File: config.mk
export PLATFORM = sky130hd
export DESIGN_NAME = mem_arbiter
export DESIGN_NICKNAME = d
export VERILOG_FILES = /design/src/rtl/mem_arbiter_pkg.sv /design/src/rtl/owner_fifo.sv /design/src/rtl/mem_arbiter.sv
export SDC_FILE = /design/constraint.sdc
export NUM_CORES = 1
export LEC_CHECK = 0
export CAP_MARGIN = 20
export CORE_AREA = 2 2 123 125
export CTS_CLUSTER_DIAMETER = 80
export DETAILED_ROUTE_END_ITERATION = 10
export DIE_AREA = 0 0 125 127
export MAX_ROUTING_LAYER = met4
export PLACE_DENSITY = 0.56
export SETUP_SLACK_MARGIN = 0.4
export SYNTH_ARGS = -nofsm -noshare
export SYNTH_HDL_FRONTEND = slang
export SYNTH_SLANG_ARGS = --single-unit
File: constraint.sdc
create_clock -name clock -period 3.9 [get_ports clock]
set_input_delay 1.17 -clock clock [delete_from_list [all_inputs] [get_ports clock]]
set_output_delay 1.17 -clock clock [all_outputs]
set_load 0.005 [all_outputs]
File: src/rtl/mem_arbiter_pkg.sv
// Shared types for the two-master memory arbiter.
package mem_arbiter_pkg;

  typedef enum logic {
    MST0 = 1'b0,
    MST1 = 1'b1
  } master_e;

  function automatic master_e other(input master_e m);
    return (m == MST0) ? MST1 : MST0;
  endfunction

endpackage

File: src/rtl/owner_fifo.sv
// 1-bit synchronous FIFO recording which master owns each outstanding read.
module owner_fifo #(
  parameter int DEPTH = 4
) (
  input  logic clk,
  input  logic rst_n,
  input  logic push,
  input  logic pop,
  input  logic din,
  output logic dout,
  output logic full,
  output logic empty
);

  localparam int PW = $clog2(DEPTH);

  logic [PW-1:0]    wr_ptr_q, rd_ptr_q;
  logic [PW:0]      count_q, count_d;
  logic [DEPTH-1:0] mem_q;
  logic             do_push, do_pop;

  assign full    = (count_q == (PW+1)'(DEPTH));
  assign empty   = (count_q == '0);
  assign do_push = push && !full;
  assign do_pop  = pop && !empty;
  assign dout    = mem_q[rd_ptr_q];

  always_comb begin
    count_d = count_q;
    if (do_push && !do_pop) begin
      count_d = count_q + 1'b1;
    end else if (!do_push && do_pop) begin
      count_d = count_q - 1'b1;
    end
  end

  always_ff @(posedge clk or negedge rst_n) begin
    if (!rst_n) begin
      wr_ptr_q <= '0;
      rd_ptr_q <= '0;
      count_q  <= '0;
    end else begin
      count_q <= count_d;
      if (do_push) wr_ptr_q <= wr_ptr_q + 1'b1;
      if (do_pop)  rd_ptr_q <= rd_ptr_q + 1'b1;
    end
  end

  // Storage needs no reset: entries are only read once count says they are valid.
  always_ff @(posedge clk) begin
    if (do_push) mem_q[wr_ptr_q] <= din;
  end

endmodule

File: src/rtl/mem_arbiter.sv
// Round-robin arbiter sharing one pipelined memory port between two masters,
// with in-order read response routing through an owner FIFO.
module mem_arbiter
  import mem_arbiter_pkg::*;
#(
  parameter int AW    = 30,
  parameter int DEPTH = 4
) (
  input  logic          clock,
  input  logic          rst_n,
  input  logic [AW-1:0] m0_address,
  input  logic          m0_read,
  input  logic          m0_write,
  input  logic [1:0]    m0_id,
  input  logic [31:0]   m0_writedata,
  input  logic [3:0]    m0_writedatamask,
  output logic          m0_waitrequest,
  output logic [31:0]   m0_readdata,
  output logic [1:0]    m0_readdataid,
  input  logic [AW-1:0] m1_address,
  input  logic          m1_read,
  input  logic          m1_write,
  input  logic [1:0]    m1_id,
  input  logic [31:0]   m1_writedata,
  input  logic [3:0]    m1_writedatamask,
  output logic          m1_waitrequest,
  output logic [31:0]   m1_readdata,
  output logic [1:0]    m1_readdataid,
  output logic [AW-1:0] s_address,
  output logic          s_read,
  output logic          s_write,
  output logic [1:0]    s_id,
  output logic [31:0]   s_writedata,
  output logic [3:0]    s_writedatamask,
  input  logic          s_waitrequest,
  input  logic [31:0]   s_readdata,
  input  logic [1:0]    s_readdataid,
  output logic          err
);

  master_e last_q, last_d, win;
  logic    act0, act1, win_act, win_rd, win_wr, blocked, accept;
  logic    fifo_full, fifo_empty, fifo_head, rsp_valid;
  logic    err_q, err_d;

  // Gating with rst_n keeps the request path quiet while reset is held.
  assign act0    = rst_n && (m0_read || m0_write);
  assign act1    = rst_n && (m1_read || m1_write);
  assign win_act = act0 || act1;

  always_comb begin
    win = MST0;
    if (act0 && act1) begin
      win = other(last_q);
    end else if (act1) begin
      win = MST1;
    end
  end

  always_comb begin
    s_address       = m0_address;
    s_id            = m0_id;
    s_writedata     = m0_writedata;
    s_writedatamask = m0_writedatamask;
    win_rd          = win_act && m0_read;
    win_wr          = win_act && m0_write;
    if (win == MST1) begin
      s_address       = m1_address;
      s_id            = m1_id;
      s_writedata     = m1_writedata;
      s_writedatamask = m1_writedatamask;
      win_rd          = win_act && m1_read;
      win_wr          = win_act && m1_write;
    end
  end

  // A full owner FIFO stalls the winning read and everything behind it.
  assign blocked = win_rd && fifo_full;
  assign s_read  = win_rd && !blocked;
  assign s_write = win_wr && !blocked;
  assign accept  = win_act && !s_waitrequest && !blocked;

  assign m0_waitrequest = !(act0 && (win == MST0)) || s_waitrequest || blocked;
  assign m1_waitrequest = !(act1 && (win == MST1)) || s_waitrequest || blocked;

  assign last_d = accept ? win : last_q;

  assign rsp_valid     = (s_readdataid != 2'd0);
  assign m0_readdata   = s_readdata;
  assign m1_readdata   = s_readdata;
  assign m0_readdataid = (rsp_valid && !fifo_empty && !fifo_head) ? s_readdataid : 2'd0;
  assign m1_readdataid = (rsp_valid && !fifo_empty &&  fifo_head) ? s_readdataid : 2'd0;

  assign err_d = err_q || (rsp_valid && fifo_empty);
  assign err   = err_q;

  owner_fifo #(.DEPTH(DEPTH)) u_owner_fifo (
    .clk   (clock),
    .rst_n (rst_n),
    .push  (accept && win_rd),
    .pop   (rsp_valid),
    .din   (win == MST1),
    .dout  (fifo_head),
    .full  (fifo_full),
    .empty (fifo_empty)
  );

  always_ff @(posedge clock or negedge rst_n) begin
    if (!rst_n) begin
      last_q <= MST1;
      err_q  <= 1'b0;
    end else begin
      last_q <= last_d;
      err_q  <= err_d;
    end
  end

endmodule
==> results.md, run 1 <==
- Status: complete, no violations
- Int Power: 0.00109 W
- Crit-path most repeated cell: buf_12
- P_leak: ~2.6 nW
- Worst hold path type: reg2reg
- Layout cells sized above 1: 0.495
- WP buf/inv: 8
- Final worst-path cycle share: 0.959
- Synth top area share: 0.361
- Routability Congestion: roughly 0.83
- Hold Violations, Final: 0
- Total GRT Usage: 0.148
- Critical path arrival: 2.57 ns
- DRT antenna net count: 0
- Drt initial violations: 60
- RSZ-0062 raised after global routing: true
- Root buffer cell: clkbuf_16
- Post-synth EDFFs: 4
- Final Setup Violations: 0
- Mux cell area share after synthesis: 0.0224
- CTS sink count: 13
- Post-DP Area: about 4200 sq um
- Routed via count: between 3000 and 4000
- Worst-Skew Late Latency: 0.24 ns
- Critical path's top delay family: buffers and inverters
- Chip width: roughly 130 um
- Net Sw Power: just over 0.0006 W
- Drt pass-1 iters: 4
- Ant diodes: 0
- DP Worst Slack: -0.477 ns
- I/O Buffers: 221
- Xor and xnor area share after synthesis: 0.0241
- Area leader, netlist: nand2_1
- Max VDD drop: about 0.16 mV
- Worst Max-Slew Pin Slew: about 0.34 ns
- Mapped Cells: 356
- Clock network power share: 0.111
- Reg2Reg Depth: 10
- Synth warn: 0
- Initial antenna violation count: 0
- Io pins: about 320
- Fmax: roughly 270 MHz
- CP endpoint kind: output port
- Yosys reg bits: 13
- CP Class: in2out
- First-pass GRT wire length: ~18000 um
- Core footprint: approximately 14000 sq um
- Power share of the combinational group: 0.744
- CTS tree: built
- Asr flop ratio synth: 0.692
- Worst hold slack: 0.467 ns
- Slew Viols, Final: 0
- CP Cell Sequence: buf_6 > or2_4 > a21o_4 > inv_8 > buf_12 > buf_12 > buf_12 > buf_16 > buf_12 > nand2_4 > nand2_2 > buf_6
- Cts bufs inserted: 3
- Synth Area in Compound Gates: 0.0384
- Power Dens Cells: 316 nW/um^2
- Simple-gate share of the synthesized area: 0.429
- Final instance area: roughly 5400 sq um
- Die height: ~130 um
- Area growth syn-to-layout: 148%
- Total wire length: between 10000 and 15000 um
- Slowest-stage cell, CP: or2_4
- CP peak stage delay: ~0.25 ns
- CP required: 2.73 ns
- CP Launch Type: input port
- Post-Syn Area: about 2200 sq um
- Switching share of power: 0.361
- # DRC: 0
- HPWL Detailed: slightly above 8000 um
- Vias in the first global route: 3228
- Fin util: 0.375
- Hold path depth: 1
- Vias per std cell: ~4.0
- Worst setup margin: 0.160 ns
- Most used DFF post-synth: dfrtp_1
- Share of the yosys chip area belonging to registers: 0.159
- CTS HTree Levels: 1
- Critical path fanouts, max: 6
- Total grt overflow: 0
- Max Cap Viol: 0
- Setup TNS: 0 ns
- Max_slew headroom: 0.775
- Post-Route Skew: between 0.001 and 0.0015 ns
- Largest family of logic cells by synthesized area: simple AND/OR/NAND/NOR gates
- WP depth: 12
- Final #Nets: roughly 750
- Initial core utilization: 0.151
- Largest net degree at the start of global routing: 15
- DIE AREA: 15900 sq um
- Post-Synth Adder-Cell Area: 0.0379
- Rows: 44
- Mapped Avg Cell Area: 6.13 sq um
- Wire length per cell: 16.2 um
- Clock input transition at the sequential cells of the worst setup and hold paths: approximately 0.040 ns
- Min cycle time layout: ~3.7 ns
- Worst-case clock buffer depth: 2
- Synth cell types: 37
- Hold Buf Count CTS: 0
- Seq pwr share: 0.146
- Worst R2R Setup Slack: between 1.5 and 2 ns
- Top cells by area, synth: nand2_1, buf_4, dfrtp_1
- Post-Synthesis Net Count: 539
-- worst paths after layout --
| check | startpoint | endpoint |
|---|---|---|
| worst min-delay path | err$_DFF_PN0_ | err$_DFF_PN0_ |
| min in group asynchronous | rst_n | u_owner_fifo.count_q[0]$_DFFE_PN0P_ |
| worst max-delay path | m0_read | s_writedata[13] |
| worst max register to register | last_q$_DFFE_PN1N_ | u_owner_fifo.count_q[2]$_DFFE_PN0P_ |
| max in group asynchronous | rst_n | last_q$_DFFE_PN1N_ |
| worst min register to register | err$_DFF_PN0_ | err$_DFF_PN0_ |
-- area by class of cell --
class / count / area, sq um
Timing Repair Buffer: 289 / 3080
Inverter: 5 / 26.3
Tap cell: 184 / 230
Sequential cell: 13 / 347
Fill cell: 1477 / 9020
Clock buffer: 4 / 78.8
Multi-Input combinational cell: 259 / 1650
-- cell families (layout without fill, tap and decap cells) --
group	count (synthesis)	after routing
simple gates	234	234
buf+inv	84	298
mux	3	3
flops	13	13
compound gates	10	10
xor+xnor	6	6
fa+ha+maj	6	6
-- synth_stat cells (2+ instances only) --
cell	n
a21o_1	2
a21oi_2	2
and3_1	6
buf_2	6
buf_4	65
buf_6	8
dfrtp_1	8
edfxtp_1	4
ha_1	5
inv_1	3
nand2_1	210
nand3_1	2
nor2_1	7
xnor2_1	3
xor2_1	3
-- cells in the final DEF (no fill, tap or decap), types with 3 or more instances in the layout --
cell             count
buf_12              19
clkbuf_16            3
nand2_1             93
xnor2_1              3
buf_6               20
nor2_1               7
buf_8                4
edfxtp_1             4
buf_16              18
inv_1                3
dfrtp_1              8
buf_4               17
and3_1               6
ha_1                 5
nand2_2             91
xor2_1               3
nand2_4             26
clkdlybuf4s50_1    142
buf_2               63
-- routing by layer --
layer | wire, um | GRT usage
met5 | 0 | -
met4 | 214 | 0.0294
met3 | 1030 | 0.0423
met2 | 6140 | 0.261
met1 | 4810 | 0.169
-- per-stage QoR --
stage,total power (W),cells
3_5_place_dp,0.00114,700
6_report,0.00171,754
4_1_cts,0.00168,750
2_1_floorplan,0.000675,356
3_3_place_gp,0.00112,700
5_1_grt,0.00183,754
-- sequential cells by signal, summed over array words and instances, names as in the netlist --
signal                 cells
u_owner_fifo.wr_ptr_q      2
err                        1
u_owner_fifo.count_q       3
u_owner_fifo.mem_q         4
last_q                     1
u_owner_fifo.rd_ptr_q      2
-- power groups by stage --
stage | sequential (W) | combinational, W | clock (W)
4_1_cts | 0.000250 | 0.00124 | 0.000195
6_report | 0.000249 | 0.00127 | 0.000189
2_1_floorplan | 0.000238 | 0.000436 | 0
3_3_place_gp | 0.000247 | 0.000875 | 0
5_1_grt | 0.000258 | 0.00137 | 0.000201
3_5_place_dp | 0.000250 | 0.000891 | 0
-- timing repair --
item,in CTS,in global routing
gates resized for setup,456,55
buffers inserted,28,4
setup endpoints to repair,76,75
gates cloned,18,0
pin swaps,109,28
-- worst reg2reg max path: stages, from the launching register on --
cell and delay, ns:
dfstp_2 0.58, nand2b_4 0.15, a21oi_2 0.08, a211oi_4 0.22, and2b_4 0.21, ha_1 0.19, inv_1 0.06, fa_1 0.38
xor2_1 0.15, nor2_1 0.11, xor2_1 0.17
(Power assumes the default switching activity.)
==> run 2, diff against run 1 <==
--- a/config.mk
+++ b/config.mk
@@ -8,6 +8,7 @@
 export CAP_MARGIN = 20
 export CORE_AREA = 2 2 123 125
 export CTS_CLUSTER_DIAMETER = 80
+export CTS_CLUSTER_SIZE = 8
 export DETAILED_ROUTE_END_ITERATION = 10
 export DIE_AREA = 0 0 125 127
 export MAX_ROUTING_LAYER = met4
@@ -16,3 +17,4 @@
 export SYNTH_ARGS = -nofsm -noshare
 export SYNTH_HDL_FRONTEND = slang
 export SYNTH_SLANG_ARGS = --single-unit
+export TNS_END_PERCENT = 10
==> run 2 against run 1 <==
Effect of this change:
- clock skew is essentially flat
- critical path depth is the same
- clock-buffer cell count stayed put
- die area is the same
- non-clock buffer count decreased by 14
- clock power hardly changed
- highest routed layer unchanged
- largest power group unchanged
- critical path type unchanged
==> results.md, run 2 (synthesis gave the netlist of run 1 again) <==
- Biggest register: u_owner_fifo.mem_q (unchanged)
- Max Cap Viol: 0 (unchanged)
- P_leak: 2.48 nW (was 2.63 nW)
- CP Class: in2out (unchanged)
- Max reg flops: 4 (unchanged)
- CTS HTree Levels: 1 (unchanged)
- Status: complete, no violations (unchanged)
- Clock input transition at the sequential cells of the worst setup and hold paths: 0.04 ns (about the same)
- R2R Path End: u_owner_fifo.count_q[2]$_DFFE_PN0P_ (unchanged)
- Worst-Skew Late Latency: 0.24 ns (about the same)
- Total grt overflow: 0 (unchanged)
- Vias per std cell: 3.94 (was 4.02)
- Clock network power share: 0.119 (was 0.111)
- CTS tree: built (unchanged)
- Final Setup Violations: 0 (unchanged)
- Initial core utilization: 0.151 (unchanged)
- Fill count: 1492 (was 1477)
- First-pass GRT wire length: 17000 um (was 17900 um)
- HPWL Detailed: 8100 um (unchanged)
- Worst R2R Setup Slack: 1.52 ns (about the same)
- Setup TNS: 0 ns (unchanged)
- Area growth syn-to-layout: 133% (was 148%)
- Slew Viols, Final: 0 (unchanged)
- Chip width: 125 um (unchanged)
- Placed Cells incl. Taps: 700 (unchanged)
- Regs by FF count: u_owner_fifo.mem_q x4, u_owner_fifo.count_q x3 (unchanged)
- CP required: 2.73 ns (about the same)
- Routability Congestion: 0.834 (unchanged)
- DIE AREA: 15900 sq um (unchanged)
- Worst-case clock buffer depth: 2 (unchanged)
- Power share of the combinational group: 0.724 (was 0.744)
- Hold path depth: 1 (unchanged)
- Critical path fanouts, max: 6 (unchanged)
- Ant diodes: 0 (unchanged)
- Crit-path most repeated cell: buf_12 (unchanged)
- Initial antenna violation count: 0 (unchanged)
- Met3 Track Usage GR: 0.0385 (was 0.0423)
- Post-DP Area: 4200 sq um (unchanged)
- Hold Violations, Final: 0 (unchanged)
- Gr busiest metal: met2 (unchanged)
- Seq pwr share: 0.157 (was 0.146)
- Fmax: 268 MHz (was 267 MHz)
- RR Startpoint: last_q$_DFFE_PN1N_ (unchanged)
- Final worst-path cycle share: 0.957 (was 0.959)
- Largest net degree at the start of global routing: 15 (unchanged)
- Cts bufs inserted: 3 (unchanged)
- Vias in the first global route: 3000 (was 3228)
- Post-Route Skew: 0.00115 ns (was 0.00110 ns)
- Reg2Reg Depth: 10 (unchanged)
- CP endpoint kind: output port (unchanged)
- Rows: 44 (unchanged)
- DRT antenna net count: 0 (unchanged)
- Routed via count: 2919 (was 3028)
- Root buffer cell: clkbuf_16 (unchanged)
- Power Dens Cells: 313 nW/um^2 (was 316 nW/um^2)
- Layout cells sized above 1: 0.291 (was 0.495)
- Critical path arrival: 2.56 ns (was 2.57 ns)
- Total wire length: 11600 um (was 12200 um)
- Max VDD drop: 0.154 mV (was 0.159 mV)
- Net Sw Power: 0.000555 W (was 0.000617 W)
- I/O Buffers: 221 (unchanged)
- CP peak stage delay: 0.25 ns (about the same)
- Worst Hold End: err$_DFF_PN0_ (unchanged)
- Met1 Use GR: 0.168 (was 0.169)
- Worst setup margin: 0.166 ns (was 0.160 ns)
- Slowest-stage cell, CP: or2_4 (unchanged)
- Final instance area: 5080 sq um (was 5410 sq um)
- # DRC: 0 (unchanged)
- DP Worst Slack: -0.477 ns (unchanged)
- Total GRT Usage: 0.141 (was 0.148)
- CP Launch Type: input port (unchanged)
- Fin util: 0.352 (was 0.375)
- RSZ-0062 raised after global routing: true (unchanged)
- Most frequent cells in the layout: nand2_1, clkdlybuf4s50_1, buf_2 (was clkdlybuf4s50_1, nand2_1, nand2_2)
- Worst Max-Slew Pin Slew: 0.332 ns (was 0.336 ns)
- Hold_sp: err$_DFF_PN0_ (unchanged)
- CP Cell Sequence: buf_6 > or2_4 > a21o_4 > inv_8 > buf_12 > buf_12 > buf_12 > buf_16 > buf_12 > nand2_2 > nand2_1 > buf_2 (was buf_6 > or2_4 > a21o_4 > inv_8 > buf_12 > buf_12 > buf_12 > buf_16 > buf_12 > nand2_4 > nand2_2 > buf_6)
- Final Non-Filler Cells: 740 (was 754)
- Max_slew headroom: 0.778 (was 0.775)
- CTS sink count: 13 (unchanged)
- Met2 Use GR: 0.241 (was 0.261)
- Commonest non-fill, non-tap cell in the layout: nand2_1 (was clkdlybuf4s50_1)
- Wire length per cell: 15.7 um (was 16.2 um)
- Final #Nets: 740 (was 754)
- Drt initial violations: 88 (was 60)
- Die height: 127 um (unchanged)
- Worst hold path type: reg2reg (unchanged)
- Int Power: 0.00104 W (was 0.00109 W)
- Switching share of power: 0.349 (was 0.361)
- Min cycle time layout: 3.73 ns (was 3.74 ns)
- Io pins: 318 (unchanged)
- Core footprint: 14400 sq um (unchanged)
- Drt pass-1 iters: 4 (unchanged)
## run 2: cell count changes in the layout (fill, tap and decap cells not counted), sizes merged
cell	previous run	this run
buf	141	93
bufbuf	0	2
clkbuf	6	5
clkdlybuf4s15	3	29
dlygate4sd2	1	7
dlymetal6s2s	0	1
## run 2: metrics by stage
stage,total power (W),hold WS (ns)
global placement,0.00112,0.462
finish,0.00159,0.467
global route,0.00171,0.494
detailed placement,0.00114,0.463
floorplan,0.000675,0.453
CTS,0.00160,0.473
## run 2: how the worst max path moves through the flow
stage,startpoint,end,cells after the start
finish,m0_read,s_writedata[15],12
global route,m0_read,s_writedata[15],12
CTS,m0_write,s_writedata[16],12
detailed placement,m1_read,s_writedatamask[0],7
global placement,m1_read,s_writedatamask[0],7
floorplan,m0_read,s_address[18],7
## run 2: layer usage
layer  share of wire  wire [um]
met5               0          0
met4           0.018        214
met3           0.091       1060
met2            0.49       5690
met1            0.40       4660
## run 2: final cells by class
class                   instances  area, sq um  area share
clock buffers                   4         78.8      0.0155
inverters                       5         26.3     0.00517
multi-input cells             259         1390       0.274
flip-flops and latches         13          347      0.0682
well taps                     184          230      0.0453
repair buffers                275         3010       0.592
## run 2: power by group through the flow
stage | registers (W) | clock network, W | logic [W]
final | 0.000249 | 0.000189 | 0.00115
after global routing | 0.000258 | 0.000201 | 0.00125
after floorplan | 0.000238 | 0 | 0.000436
after CTS | 0.000250 | 0.000195 | 0.00115
after global placement | 0.000247 | 0 | 0.000875
after detailed placement | 0.000250 | 0 | 0.000891
## run 2: worst max-delay path, delay by kind of cell
kind,cells,cell delay [ns]
AO/OA/AOI/OAI,1,0.25
buffers and inverters,8,0.78
AND/OR/NAND/NOR,3,0.35
## run 2: repair_timing
action,in CTS,in global routing
setup endpoints to repair,76,76
gates cloned,15,0
resized for setup,300,37
setup buffers,20,1
hold buffers,0,0
pin swaps,14,15
